[config.mk]
export PLATFORM = sky130hd
export DESIGN_NAME = prog_loader_flat
export DESIGN_NICKNAME = d
export VERILOG_FILES = /design/src/rtl/prog_loader_if.sv /design/src/rtl/prog_loader.sv /design/src/flat_wrapper.sv
export SDC_FILE = /design/constraint.sdc
export NUM_CORES = 1
export LEC_CHECK = 0
export BUFFER_PORTS_ARGS = -buffer_cell sky130_fd_sc_hd__buf_2
export CAP_MARGIN = 25
export CORE_MARGIN = 2
export CORE_UTILIZATION = 59
export CTS_CLUSTER_DIAMETER = 40
export DETAILED_ROUTE_END_ITERATION = 10
export PLACE_DENSITY = 0.8
export SLEW_MARGIN = 20
export SYNTH_ARGS = -nofsm -noshare
export SYNTH_HDL_FRONTEND = slang
export SYNTH_SLANG_ARGS = --single-unit
[constraint.sdc]
create_clock -name clk -period 2.8 [get_ports clk]
set_input_delay 0.42 -clock clk [delete_from_list [all_inputs] [get_ports clk]]
set_output_delay 0.42 -clock clk [all_outputs]
set_load 0.01 [all_outputs]
[src/rtl/prog_loader_if.sv]
// Byte-in / word-out bundle between the UART receiver, the program loader and
// the instruction RAM write port, plus the loader's status and CPU-release lines.
interface prog_loader_if;
  logic [7:0]  rx_data;
  logic        rx_valid;
  logic [15:0] ram_data;
  logic [11:0] ram_addr;
  logic        ram_wren;
  logic        busy;
  logic        done;
  logic        error;
  logic        cpu_run;

  modport master (
    input  rx_data, rx_valid,
    output ram_data, ram_addr, ram_wren, busy, done, error, cpu_run
  );

  modport slave (
    output rx_data, rx_valid,
    input  ram_data, ram_addr, ram_wren, busy, done, error, cpu_run
  );
endinterface

[src/rtl/prog_loader.sv]
// Serial program loader: SYNC, 12-bit length, big-endian words, checksum byte.
// Words go to RAM from address 0; the CPU is released only after a clean image.
module prog_loader #(
  parameter logic [7:0]  SYNC_BYTE      = 8'hA5,
  parameter int unsigned TIMEOUT_CYCLES = 1_000_000
) (
  input  logic          clk,
  input  logic          rst_n,
  prog_loader_if.master bus
);

  localparam int unsigned     TMO_W    = (TIMEOUT_CYCLES > 1) ? $clog2(TIMEOUT_CYCLES) : 1;
  localparam logic [TMO_W-1:0] TMO_LAST = TMO_W'(TIMEOUT_CYCLES - 1);

  typedef enum logic [2:0] {
    S_IDLE, S_LEN_HI, S_LEN_LO, S_DATA_HI, S_DATA_LO, S_CHECK, S_DONE, S_ERROR
  } state_e;

  state_e            state_q,    state_d;
  logic [11:0]       last_idx_q, last_idx_d;   // N-1, from LEN_HI[3:0]:LEN_LO
  logic [11:0]       word_idx_q, word_idx_d;
  logic [7:0]        hi_q,       hi_d;
  logic [7:0]        sum_q,      sum_d;
  logic [TMO_W-1:0]  tmo_q,      tmo_d;
  logic [15:0]       ram_data_q, ram_data_d;
  logic [11:0]       ram_addr_q, ram_addr_d;
  logic              ram_wren_q, ram_wren_d;
  logic              busy_q,     busy_d;
  logic              done_q,     done_d;
  logic              error_q,    error_d;

  logic [7:0] sum_plus;
  logic       in_frame;

  assign sum_plus = sum_q + bus.rx_data;
  assign in_frame = state_q inside {S_LEN_HI, S_LEN_LO, S_DATA_HI, S_DATA_LO, S_CHECK};

  always_comb begin
    // NOTE: every _d gets its hold value first so no path leaves it unassigned (no latches).
    state_d    = state_q;
    last_idx_d = last_idx_q;
    word_idx_d = word_idx_q;
    hi_d       = hi_q;
    sum_d      = sum_q;
    tmo_d      = tmo_q;
    ram_data_d = ram_data_q;
    ram_addr_d = ram_addr_q;
    ram_wren_d = 1'b0;

    case (state_q)
      S_IDLE, S_ERROR: begin
        if (bus.rx_valid && bus.rx_data == SYNC_BYTE) begin
          state_d    = S_LEN_HI;
          sum_d      = '0;
          word_idx_d = '0;
          tmo_d      = '0;
        end
      end
      S_LEN_HI: begin
        if (bus.rx_valid) begin
          if (bus.rx_data[7:4] != 4'h0) begin
            state_d = S_ERROR;
          end else begin
            last_idx_d[11:8] = bus.rx_data[3:0];
            sum_d            = sum_plus;
            state_d          = S_LEN_LO;
          end
        end
      end
      S_LEN_LO: begin
        if (bus.rx_valid) begin
          last_idx_d[7:0] = bus.rx_data;
          sum_d           = sum_plus;
          word_idx_d      = '0;
          state_d         = S_DATA_HI;
        end
      end
      S_DATA_HI: begin
        if (bus.rx_valid) begin
          hi_d    = bus.rx_data;
          sum_d   = sum_plus;
          state_d = S_DATA_LO;
        end
      end
      S_DATA_LO: begin
        if (bus.rx_valid) begin
          sum_d      = sum_plus;
          ram_data_d = {hi_q, bus.rx_data};
          ram_addr_d = word_idx_q;
          ram_wren_d = 1'b1;
          // The index stops at N-1, so a 4096-word image never wraps back to 0.
          if (word_idx_q == last_idx_q) begin
            state_d = S_CHECK;
          end else begin
            word_idx_d = word_idx_q + 12'd1;
            state_d    = S_DATA_HI;
          end
        end
      end
      S_CHECK: begin
        if (bus.rx_valid) begin
          state_d = (sum_plus == 8'h00) ? S_DONE : S_ERROR;
        end
      end
      default: ;  // S_DONE holds until reset and ignores the byte stream
    endcase

    // Inter-byte watchdog; a byte landing in the expiry cycle takes priority.
    if (in_frame) begin
      if (bus.rx_valid) begin
        tmo_d = '0;
      end else if (tmo_q == TMO_LAST) begin
        state_d = S_ERROR;
      end else begin
        tmo_d = tmo_q + TMO_W'(1);
      end
    end

    busy_d  = state_d inside {S_LEN_HI, S_LEN_LO, S_DATA_HI, S_DATA_LO, S_CHECK};
    done_d  = (state_d == S_DONE);
    error_d = (state_d == S_ERROR);
  end

  always_ff @(posedge clk or negedge rst_n) begin
    if (!rst_n) begin
      state_q    <= S_IDLE;
      last_idx_q <= '0;
      word_idx_q <= '0;
      hi_q       <= '0;
      sum_q      <= '0;
      tmo_q      <= '0;
      ram_data_q <= '0;
      ram_addr_q <= '0;
      ram_wren_q <= 1'b0;
      busy_q     <= 1'b0;
      done_q     <= 1'b0;
      error_q    <= 1'b0;
    end else begin
      // NOTE: non-blocking so every flop samples the pre-edge values of the others.
      state_q    <= state_d;
      last_idx_q <= last_idx_d;
      word_idx_q <= word_idx_d;
      hi_q       <= hi_d;
      sum_q      <= sum_d;
      tmo_q      <= tmo_d;
      ram_data_q <= ram_data_d;
      ram_addr_q <= ram_addr_d;
      ram_wren_q <= ram_wren_d;
      busy_q     <= busy_d;
      done_q     <= done_d;
      error_q    <= error_d;
    end
  end

  assign bus.ram_data = ram_data_q;
  assign bus.ram_addr = ram_addr_q;
  assign bus.ram_wren = ram_wren_q;
  assign bus.busy     = busy_q;
  assign bus.done     = done_q;
  assign bus.error    = error_q;
  assign bus.cpu_run  = done_q;

endmodule

[src/flat_wrapper.sv]
// flat-port wrapper written by rule: the top's interface ports become plain ports
module prog_loader_flat 
#(
  parameter logic [7:0]  SYNC_BYTE      = 8'hA5,
  parameter int unsigned TIMEOUT_CYCLES = 1_000_000
)
  (clk, rst_n, bus_rx_data, bus_rx_valid, bus_ram_data, bus_ram_addr, bus_ram_wren, bus_busy, bus_done, bus_error, bus_cpu_run);
  prog_loader_if bus_i ();
  input  logic clk;
  input  logic rst_n;
  input wire logic [$bits(bus_i.rx_data)-1:0] bus_rx_data;
  input wire logic [$bits(bus_i.rx_valid)-1:0] bus_rx_valid;
  output wire logic [$bits(bus_i.ram_data)-1:0] bus_ram_data;
  output wire logic [$bits(bus_i.ram_addr)-1:0] bus_ram_addr;
  output wire logic [$bits(bus_i.ram_wren)-1:0] bus_ram_wren;
  output wire logic [$bits(bus_i.busy)-1:0] bus_busy;
  output wire logic [$bits(bus_i.done)-1:0] bus_done;
  output wire logic [$bits(bus_i.error)-1:0] bus_error;
  output wire logic [$bits(bus_i.cpu_run)-1:0] bus_cpu_run;
  assign bus_i.rx_data = bus_rx_data;
  assign bus_i.rx_valid = bus_rx_valid;
  assign bus_ram_data = bus_i.ram_data;
  assign bus_ram_addr = bus_i.ram_addr;
  assign bus_ram_wren = bus_i.ram_wren;
  assign bus_busy = bus_i.busy;
  assign bus_done = bus_i.done;
  assign bus_error = bus_i.error;
  assign bus_cpu_run = bus_i.cpu_run;
  prog_loader #(.SYNC_BYTE(SYNC_BYTE), .TIMEOUT_CYCLES(TIMEOUT_CYCLES)) u_core (.clk(clk), .rst_n(rst_n), .bus(bus_i));
endmodule
# Yosys cells after proc, flatten, opt, wreduce, memory -nomap -nowiden
# Index checks and enable logic that the tools add are counted.
# word_totals
ramBits,0
memories,0
latchBits,0
out_inout_bits,33
rom_bits,0
ff_bits,95
elab_cells,86
# op_classes
div,0
multipliers,0
addsub,3
n_bitwise,1
n_eq_ne,23
n_lt_le_gt_ge,0
mux,30
shifts,0
n_reduce_logical,16
# op_table
operator,count
$mux W20,5
$mux W12,4
$pmux W12 S3,1
$mux W3,11
$mux W8,4
$pmux W8 S3,1
$eq A3 B3 Y1 const B,7
$add A20 B1 Y20 const B,1
$eq A20 B20 Y1 const B,1
$pmux W3 S6,1
$add A12 B1 Y12 const B,1
$eq A12 B12 Y1,1
$eq A3 B2 Y1 const B,4
$ne A2 B2 Y1 const B,5
$reduce_and A5 Y1,2
$reduce_bool A5 Y1,2
$add A8 B8 Y8,1
$eq A8 B8 Y1 const B,1
$logic_not A8 Y1,1
$eq A3 B1 Y1 const B,2
$reduce_and A2 Y1,3
$reduce_bool A3 Y1,2
$ne A2 B1 Y1 const B,2
$reduce_bool A4 Y1,1
7 further kinds,9

# Longest topological paths before layout
# Gate-level depths: netlist (run 1).
# logic_depth
ltp_word,10
ltp_mapped,10
mapped_depth_nobuf,8

# Worst setup path before layout (run 1)
# No wires, ideal clock.
# synth_path
path_type,register to register
startpoint,register u_core.state_q[2]
endpoint,register u_core.word_idx_q[7]
t_arrival_ps,2294
path_stages_with_launch,10
setup_slack_ps,426
n_path_buf,3
cell_sequence,dfrtp_1 -> buf_2 -> or3_1 -> buf_2 -> a2111o_1 -> and2_1 -> buf_6 -> o21a_4 -> or4_1 -> a21oi_1
# synth_via
elab_chain_cells,4
# synth_rtl
item,line_no,source
from (decl),prog_loader.sv:19,"state_e state_q, state_d;"
from (signal assigned),prog_loader.sv:140,state_q <= state_d;
$eq A3 B3 Y1 / $logic_not A3 Y1 (equally long branches),prog_loader.sv:50,case (state_q)
$reduce_or A2 Y1,prog_loader.sv:50,
$ne A2 B1 Y1 (no source line) / $reduce_bool A3 Y1 (equally long branches),-,
$reduce_and A5 Y1 (no source line),-,
to (signal assigned),prog_loader.sv:142,word_idx_q <= word_idx_d;
to (decl),prog_loader.sv:21,"logic [11:0] word_idx_q, word_idx_d;"
# Several ways; a longest one is shown, not always the timed one.
# A chain may end at the register's enable or synchronous reset.

# Worst setup path in the final report (run 1)
# layout_path
startpoint,register u_core.state_q[1]
endpoint,register u_core.word_idx_q[9]
# Same word-level chain as after synthesis.

==> run summary, run 1 <==
For this configuration, the core starts out at a cell density of 60.0%. The most used flip-flop cell after synthesis is sky130_fd_sc_hd__dfrtp_1. Wires add up to 10200 um. The count of final max-slew check failures came out at 0.

TritonCTS built the clock tree. The remaining number of nets flagged by the antenna check after routing came out at 0. The root buffer selected by CTS is sky130_fd_sc_hd__clkbuf_8.

Setup repair after global routing left no endpoint under its margin. The aggregate negative setup slack is 0 ns. The final-report hold violation count came out at 0. The via total after detailed routing is 3654. The total number of nets in the final design came out at 517. The number of nets produced by synthesis is 475. The number of global-route vias before repair came out at 3528. The total of hold buffers inserted after clock tree synthesis is 0. The maximum resistive drop on vdd came out at 0.000584 V. Of the cells placed in the final design, the portion with a size suffix greater than 1 is 25.8%. Counting I/O delays and the setup requirement, the final critical path takes 2.51 ns. The area fraction of the dominant cell type after synthesis is 48.9%. The min-delay analysis places its worst path in the category input pin to async pin. The number of antenna violations at the first check in global routing is 0.

In this run the static leakage power is 0.00244 uW. The number of clock sinks seen by CTS is 95. Counting instances in the post-synthesis netlist gives the leading cell types as sky130_fd_sc_hd__dfrtp_1 (95), sky130_fd_sc_hd__mux2_2 (57), sky130_fd_sc_hd__nand2_1 (44), sky130_fd_sc_hd__nor2_1 (40), sky130_fd_sc_hd__xnor2_1 (21). The final worst-path cycle share is 89.8%.

The placer congestion estimate is 0.940. The minimum setup slack in the final design came out at 0.285 ns. The number of antenna diodes is 0. The cell count after synthesis came out at 454.

The number of buffers on the longest clock path came out at 2. The number of standard-cell rows in the floorplan came out at 33. The clock buffer count from CTS came out at 9. Sorting the synthesized cells by area gives the leading types as sky130_fd_sc_hd__dfrtp_1 (49%), sky130_fd_sc_hd__mux2_2 (13%), sky130_fd_sc_hd__xnor2_1 (3.8%), sky130_fd_sc_hd__nand2_1 (3.4%), sky130_fd_sc_hd__nor2_1 (3.1%).

The number of buffers inserted to repair setup after CTS came out at 0. The clock arrives with 0.0118 ns of skew. The number of gates given a new drive strength after cts is 0.

The total number of H-tree levels came out at 3. The core footprint came out at 8090 um2. Dividing the detail-routed wire length by the instance count gives 16.8 um. The first TritonRoute pass finished after 4 iterations. Setup violations remaining at the end of the flow were counted as 0. For this run, the top clock speed supported by timing is 398 MHz. The area of the mapped netlist came out at 4860 um2. The count of unique library cells instantiated by Yosys came out at 57. The areal power density over the cells came out at 899 nW/um2. Headroom to the max-slew limit came out at 34.6%. The count of warnings emitted by yosys came out at 0.

The number of buffers inserted by port buffering is 43. The violation count after the first detailed-routing iteration came out at 264. The clock reaches the later pin of the worst-skew pair after 0.37 ns. The count of flip-flops with a built-in enable after synthesis came out at 0. The total of flip-flops plus latches after synthesis came out at 95. The die extent in y is 94.7 um. 44 I/O pins were placed. The growth of design area from synthesis to finish is 10.9%. The global-route total usage across every layer came out at 24.4%.

The maximum fanout along the worst path is 12. The run finished with clean final reports. Yosys instantiated no cell more often than sky130_fd_sc_hd__dfrtp_1. The worst path required time came out at 3.07 ns. After clock tree synthesis, the clock-pin slew on the worst setup and hold paths is 0.10 ns. The number of max-capacitance violations reported is 0. After synthesis, the share of flip-flops with an asynchronous set or reset is 100%.

The worst setup path is launched from a flip-flop. The critical path start-end classification is flip-flop to flip-flop. The detailed placer's ending HPWL is 7170 um.

sky130_fd_sc_hd__dfrtp_1 takes more of the synthesized area than any other cell. The wire length of the first global-routing pass is 17000 um. The full die area came out at 8980 um2. Prior to clock tree synthesis, the placed netlist has a worst setup slack of 0.159 ns. The total DRC errors in the routed layout came out at 0.

At the worst endpoint, the arrival time is 2.78 ns. The die boundary width is 94.7 um. The measured slew at the worst slew-check pin came out at 0.976 ns. The mean number of vias per cell came out at 6.04.

The register area share after synthesis came out at 48.9%. The per-instance average area after synthesis is 10.7 um2. The pin count of the biggest net entering global routing came out at 62. The leftover overflow at the end of global routing is 0.

The worst setup path is captured at a flip-flop.
-- where the power goes --
group / leakage, uW / switching, uW / total, uW / internal, uW
clock: 0.0000921 / 486 / 898 / 413
combinational: 0.00111 / 1060 / 1950 / 883
sequential: 0.00124 / 242 / 2000 / 1760
-- critical path, cell delays in order (launching register included) --
cell,delay [ns]
sky130_fd_sc_hd__dfrtp_1,0.38
sky130_fd_sc_hd__or3_1,0.49
sky130_fd_sc_hd__a2111o_1,0.43
sky130_fd_sc_hd__and2_1,0.26
sky130_fd_sc_hd__o21ai_1,0.46
sky130_fd_sc_hd__a31oi_1,0.17
sky130_fd_sc_hd__a31o_2,0.25
-- final timing paths --
check                                              startpoint  cells after the start  slack (ns)                            endpoint
max                               u_core.state_q[1]$_DFF_PN0_                      6        0.29    u_core.word_idx_q[9]$_DFFE_PN0P_
min                                                     rst_n                      1       0.007          u_core.tmo_q[18]$_DFF_PN0_
max reg2reg                       u_core.state_q[1]$_DFF_PN0_                      6        0.29    u_core.word_idx_q[9]$_DFFE_PN0P_
min reg2reg                u_core.bus.ram_addr[3]$_DFFE_PN0P_                      1        0.51  u_core.bus.ram_addr[3]$_DFFE_PN0P_
max in group asynchronous                               rst_n                      2        2.11   u_core.last_idx_q[11]$_DFFE_PN0P_
min in group clk                               bus_rx_data[0]                      2        0.39    u_core.last_idx_q[8]$_DFFE_PN0P_
-- registers in the layout, indices dropped and copies added, names as in the netlist --
register             count
u_core.bus.ram_data     16
u_core.hi_q              8
u_core.bus.error         1
u_core.bus.ram_addr     12
u_core.tmo_q            20
u_core.word_idx_q       12
u_core.last_idx_q       12
u_core.state_q           3
u_core.bus.busy          1
u_core.sum_q             8
u_core.bus.cpu_run       1
u_core.bus.ram_wren      1
-- layer usage --
metal | track usage (%) | vias to the layer above | routed length, um
met5 | 0 | - | 0
met3 | 3.83 | 16 | 452
met1 | 32.8 | 1791 | 4540
li1 | - | 1733 | -
met2 | 40.1 | 114 | 5020
met4 | 9.06 | 0 | 154
-- metrics by stage --
step / utilization, % / instances / cell area, um2 / power (uW) / hold slack, ns
floorplan: - / 454 / 4860 / 3400 / 0.124
global placement: 64.2 / 590 / 5190 / 3870 / 0.406
detailed placement: 64.2 / 590 / 5190 / 3960 / 0.412
CTS: 66.6 / 605 / 5390 / 4870 / 0.0169
global route: 66.6 / 605 / 5390 / 5180 / 0.0259
finish: 66.6 / 605 / 5390 / 4840 / 0.00736
-- area by class of cell --
class / instances / area [um2]
Clock inverter: 6 / 67.6
Fill cell: 652 / 2710
Multi-Input combinational cell: 327 / 2350
Clock buffer: 9 / 124
Inverter: 12 / 45.0
Tap cell: 105 / 131
Timing Repair Buffer: 51 / 290
Sequential cell: 95 / 2380
-- placed cells by master, fill, tap and decap left out, types with 8 or more instances in the layout --
| master | instances |
|---|---|
| sky130_fd_sc_hd__dfrtp_1 | 95 |
| sky130_fd_sc_hd__nand4_1 | 16 |
| sky130_fd_sc_hd__and2_1 | 9 |
| sky130_fd_sc_hd__clkbuf_8 | 9 |
| sky130_fd_sc_hd__mux2_2 | 57 |
| sky130_fd_sc_hd__xnor2_1 | 21 |
| sky130_fd_sc_hd__buf_2 | 42 |
| sky130_fd_sc_hd__a21oi_1 | 17 |
| sky130_fd_sc_hd__inv_1 | 12 |
| sky130_fd_sc_hd__xor2_1 | 8 |
| sky130_fd_sc_hd__nor2_1 | 40 |
| sky130_fd_sc_hd__buf_4 | 8 |
| sky130_fd_sc_hd__ha_1 | 9 |
| sky130_fd_sc_hd__o21ai_0 | 10 |
| sky130_fd_sc_hd__nand2_1 | 44 |
-- logic make-up (layout without fill, tap and decap cells) --
kind of cell / count (synthesis) / count (layout) / share of synthesized area, %
XOR/XNOR: 29 / 29 / 5.23
buffers and inverters: 32 / 78 / 2.78
multiplexers: 58 / 58 / 13.4
AND/OR/NAND/NOR: 157 / 157 / 16.2
AO/OA/AOI/OAI: 73 / 73 / 10.7
flip-flops: 95 / 95 / 48.9
adder cells (fa/ha/maj): 10 / 10 / 2.73
Note: power is estimated with default switching activity, not from simulation.
==> run 2, diff against run 1 <==
--- a/config.mk
+++ b/config.mk
@@ -11,7 +11,8 @@
 export CORE_UTILIZATION = 59
 export CTS_CLUSTER_DIAMETER = 40
 export DETAILED_ROUTE_END_ITERATION = 10
-export PLACE_DENSITY = 0.8
+export PLACE_DENSITY = 0.91
+export REMOVE_ABC_BUFFERS = 1
 export SLEW_MARGIN = 20
 export SYNTH_ARGS = -nofsm -noshare
 export SYNTH_HDL_FRONTEND = slang
==> run 2 against run 1 <==
Critical path depth is the same. Combinational power grew 2%. Highest routed layer unchanged. Clock power down 3.1%.
==> run summary, run 2 (synthesis results as in run 1) <==
The total number of nets in the final design is 518. The logic gate share of total power came out at 41.0%. In this run, post-CTS repair resized a total of 0 instances. TritonCTS built the clock tree. The classification of the worst-slack hold path is input pin to async pin.

The final critical-path required period came out at 2.51 ns. The worst register-to-register path has a depth of 6. The number of global-route vias before repair came out at 3866. The signal on the critical path passes through or3_1 -> a2111o_1 -> and2_1 -> o21a_4 -> or4_1 -> a21oi_1.

After detailed placement, the design holds a cell count of 591. The register share of total power came out at 41.1%. Clock tree synthesis selected as its root buffer the cell sky130_fd_sc_hd__clkbuf_8. The number of flip-flops in the largest register is 20. The global-route total usage across every layer is 25.9%.

The internal portion of total power is 2990 uW. The number of standard-cell rows in the floorplan came out at 33. The number of max-capacitance violations reported came out at 0. Based on the critical path, the design can be clocked at up to 399 MHz. The violation count after the first detailed-routing iteration came out at 377. Across all layers, the routed design uses 3772 vias. The library cell used most frequently in the layout, excluding fill and tap cells, is sky130_fd_sc_hd__dfrtp_1. The areal power density over the cells came out at 901 nW/um2. The type of origin of the critical path is a flip-flop. Leaving out fill and tap cells, the most frequent cells in the layout are sky130_fd_sc_hd__dfrtp_1 (95), sky130_fd_sc_hd__mux2_2 (57), sky130_fd_sc_hd__nand2_1 (44), sky130_fd_sc_hd__buf_2 (42), sky130_fd_sc_hd__nor2_1 (40). The total of hold buffers inserted after clock tree synthesis came out at 0. The remaining number of nets flagged by the antenna check after routing is 0.

Across the VDD grid, the largest voltage drop is 0.000660 V. The number of buffers inserted to repair setup after CTS is 0. The number of buffers on the longest clock path came out at 2. The final-report hold violation count is 0. The total number of H-tree levels is 3. The effective utilization at floorplan came out at 60.0%. The core region is 8090 um2.

STA puts the critical path data arrival time at 2.80 ns. The delay contributed by the slowest stage of the critical path is 0.51 ns. The critical path start-end classification is flip-flop to flip-flop. The library cell contributing the largest single delay on the critical path is sky130_fd_sc_hd__or3_1. The later-pin clock latency in the skew report is 0.38 ns.

The clock arrives with 0.0140 ns of skew. The flow ran to the end, and the final reports show no timing, DRC or antenna violations. The number of antenna diodes is 0.

The fraction of layout cells with a size suffix above 1 came out at 26.1%. The final instance count without filler cells came out at 607. The wire length per cell after detailed routing came out at 17.6 um. The placer congestion estimate came out at 0.933.

In this run the critical register-to-register path is launched from u_core.state_q[1]$_DFF_PN0_. The switching power share of the total came out at 38.5%. The die extent in y is 94.7 um. The measured slew at the worst slew-check pin is 0.974 ns. OpenSTA, run right after detailed placement, puts the worst setup slack at 0.218 ns. Setup repair after global routing left no endpoint under its margin. The clock-pin slew on the worst setup and hold paths is 0.10 ns. The count of final max-slew check failures is 0. The max-slew headroom at the worst pin is 34.8%. The pin count of the biggest net entering global routing came out at 53. Global routing finished with a remaining overflow of 0.

Ranked by flip-flop count, first place goes to u_core.tmo_q. The worst setup path is captured at a flip-flop. The final worst-path cycle share came out at 89.5%. The floorplan step defined a die boundary enclosing 8980 um2. The count of boundary I/O pins came out at 44.

The number of detailed-route iterations in the first pass came out at 5. The number of antenna violations at the first check in global routing came out at 0. The clock buffer count from CTS came out at 9. Setup violations remaining at the end of the flow were counted as 0. The die boundary width is 94.7 um. Clock tree synthesis found a total of 95 sinks.

The overall routed net length is 10700 um. The first global-routing pass estimated 18100 um of wire. The final worst hold slack is 0.0250 ns. The maximum fanout along the worst path came out at 9. The detailed placer's ending HPWL came out at 7390 um. The worst path required time is 3.09 ns. Cells fill 66.6% of the core in the end.

The analysis attributes to net switching a power of 1870 uW. During placement, the flow inserted port buffers numbering 43. The area growth from synthesis to layout is 10.9%. The clock network fraction of design power came out at 17.9%.

The worst register-to-register path ends at u_core.word_idx_q[11]$_DFFE_PN0P_. The mean number of vias per cell is 6.21. The minimum setup slack in the final design came out at 0.294 ns. Summed over all cells, the static leakage comes to 0.00245 uW. The worst reg-to-reg setup slack came out at 0.29 ns. After detailed routing, the number of remaining DRC violations is 0.
## run 2: cell count changes in the layout (fill, tap and decap cells not counted)
cell	previous run	this run
sky130_fd_sc_hd__clkinvlp_4	2	1
sky130_fd_sc_hd__clkinv_4	0	1
sky130_fd_sc_hd__o21ai_1	1	0
sky130_fd_sc_hd__o21ai_0	10	11
sky130_fd_sc_hd__buf_4	8	9
sky130_fd_sc_hd__bufinv_16	1	0
sky130_fd_sc_hd__inv_8	0	2
## run 2: worst max path at each step
stage                                      from                                 to  slack, ns
floorplan           u_core.state_q[2]$_DFF_PN0_   u_core.word_idx_q[9]$_DFFE_PN0P_      -1.43
global placement                 bus_rx_data[1]   u_core.word_idx_q[5]$_DFFE_PN0P_       0.30
detailed placement               bus_rx_data[1]  u_core.word_idx_q[11]$_DFFE_PN0P_       0.22
CTS                 u_core.state_q[1]$_DFF_PN0_  u_core.word_idx_q[11]$_DFFE_PN0P_       0.31
global route        u_core.state_q[1]$_DFF_PN0_   u_core.word_idx_q[5]$_DFFE_PN0P_       0.13
finish              u_core.state_q[1]$_DFF_PN0_  u_core.word_idx_q[11]$_DFFE_PN0P_       0.29
## run 2: area by class of cell
type	instances	area [um2]
well taps	105	131
inverters	12	45.0
multi-input cells	327	2350
clock inverters	7	61.3
clock buffers	9	124
fillers	602	2710
flip-flops and latches	95	2380
repair buffers	52	298
## run 2: per-layer routing
layer | vias up | track usage (%) | routed length [um]
met1 | 1829 | 32.4 | 4430
met4 | 0 | 12.6 | 343
li1 | 1730 | - | -
met5 | - | 0 | 0
met2 | 177 | 42.0 | 5180
met3 | 36 | 6.54 | 710
## run 2: critical path: cells and delay by family (launching register included)
family          cells  cell delay, ns
compound gates      3            0.77
flops               1            0.39
simple gates        3            1.27
## run 2: metrics by stage
step / setup TNS, ns / instance area [um2] / total power, uW
final: 0 / 5390 / 4860
after global routing: 0 / 5390 / 5180
after CTS: 0 / 5390 / 4850
after detailed placement: 0 / 5200 / 3970
after global placement: 0 / 5200 / 3850
after floorplan: -27.69 / 4770 / 3350
## run 2: power groups by stage
| stage | registers, uW | logic (uW) | clock network (uW) |
|---|---|---|---|
| after CTS | 1990 | 1970 | 890 |
| after global routing | 2040 | 2190 | 951 |
| after floorplan | 2090 | 1260 | 0 |
| after detailed placement | 2020 | 1950 | 0 |
| final | 2000 | 1990 | 870 |
| after global placement | 1990 | 1860 | 0 |
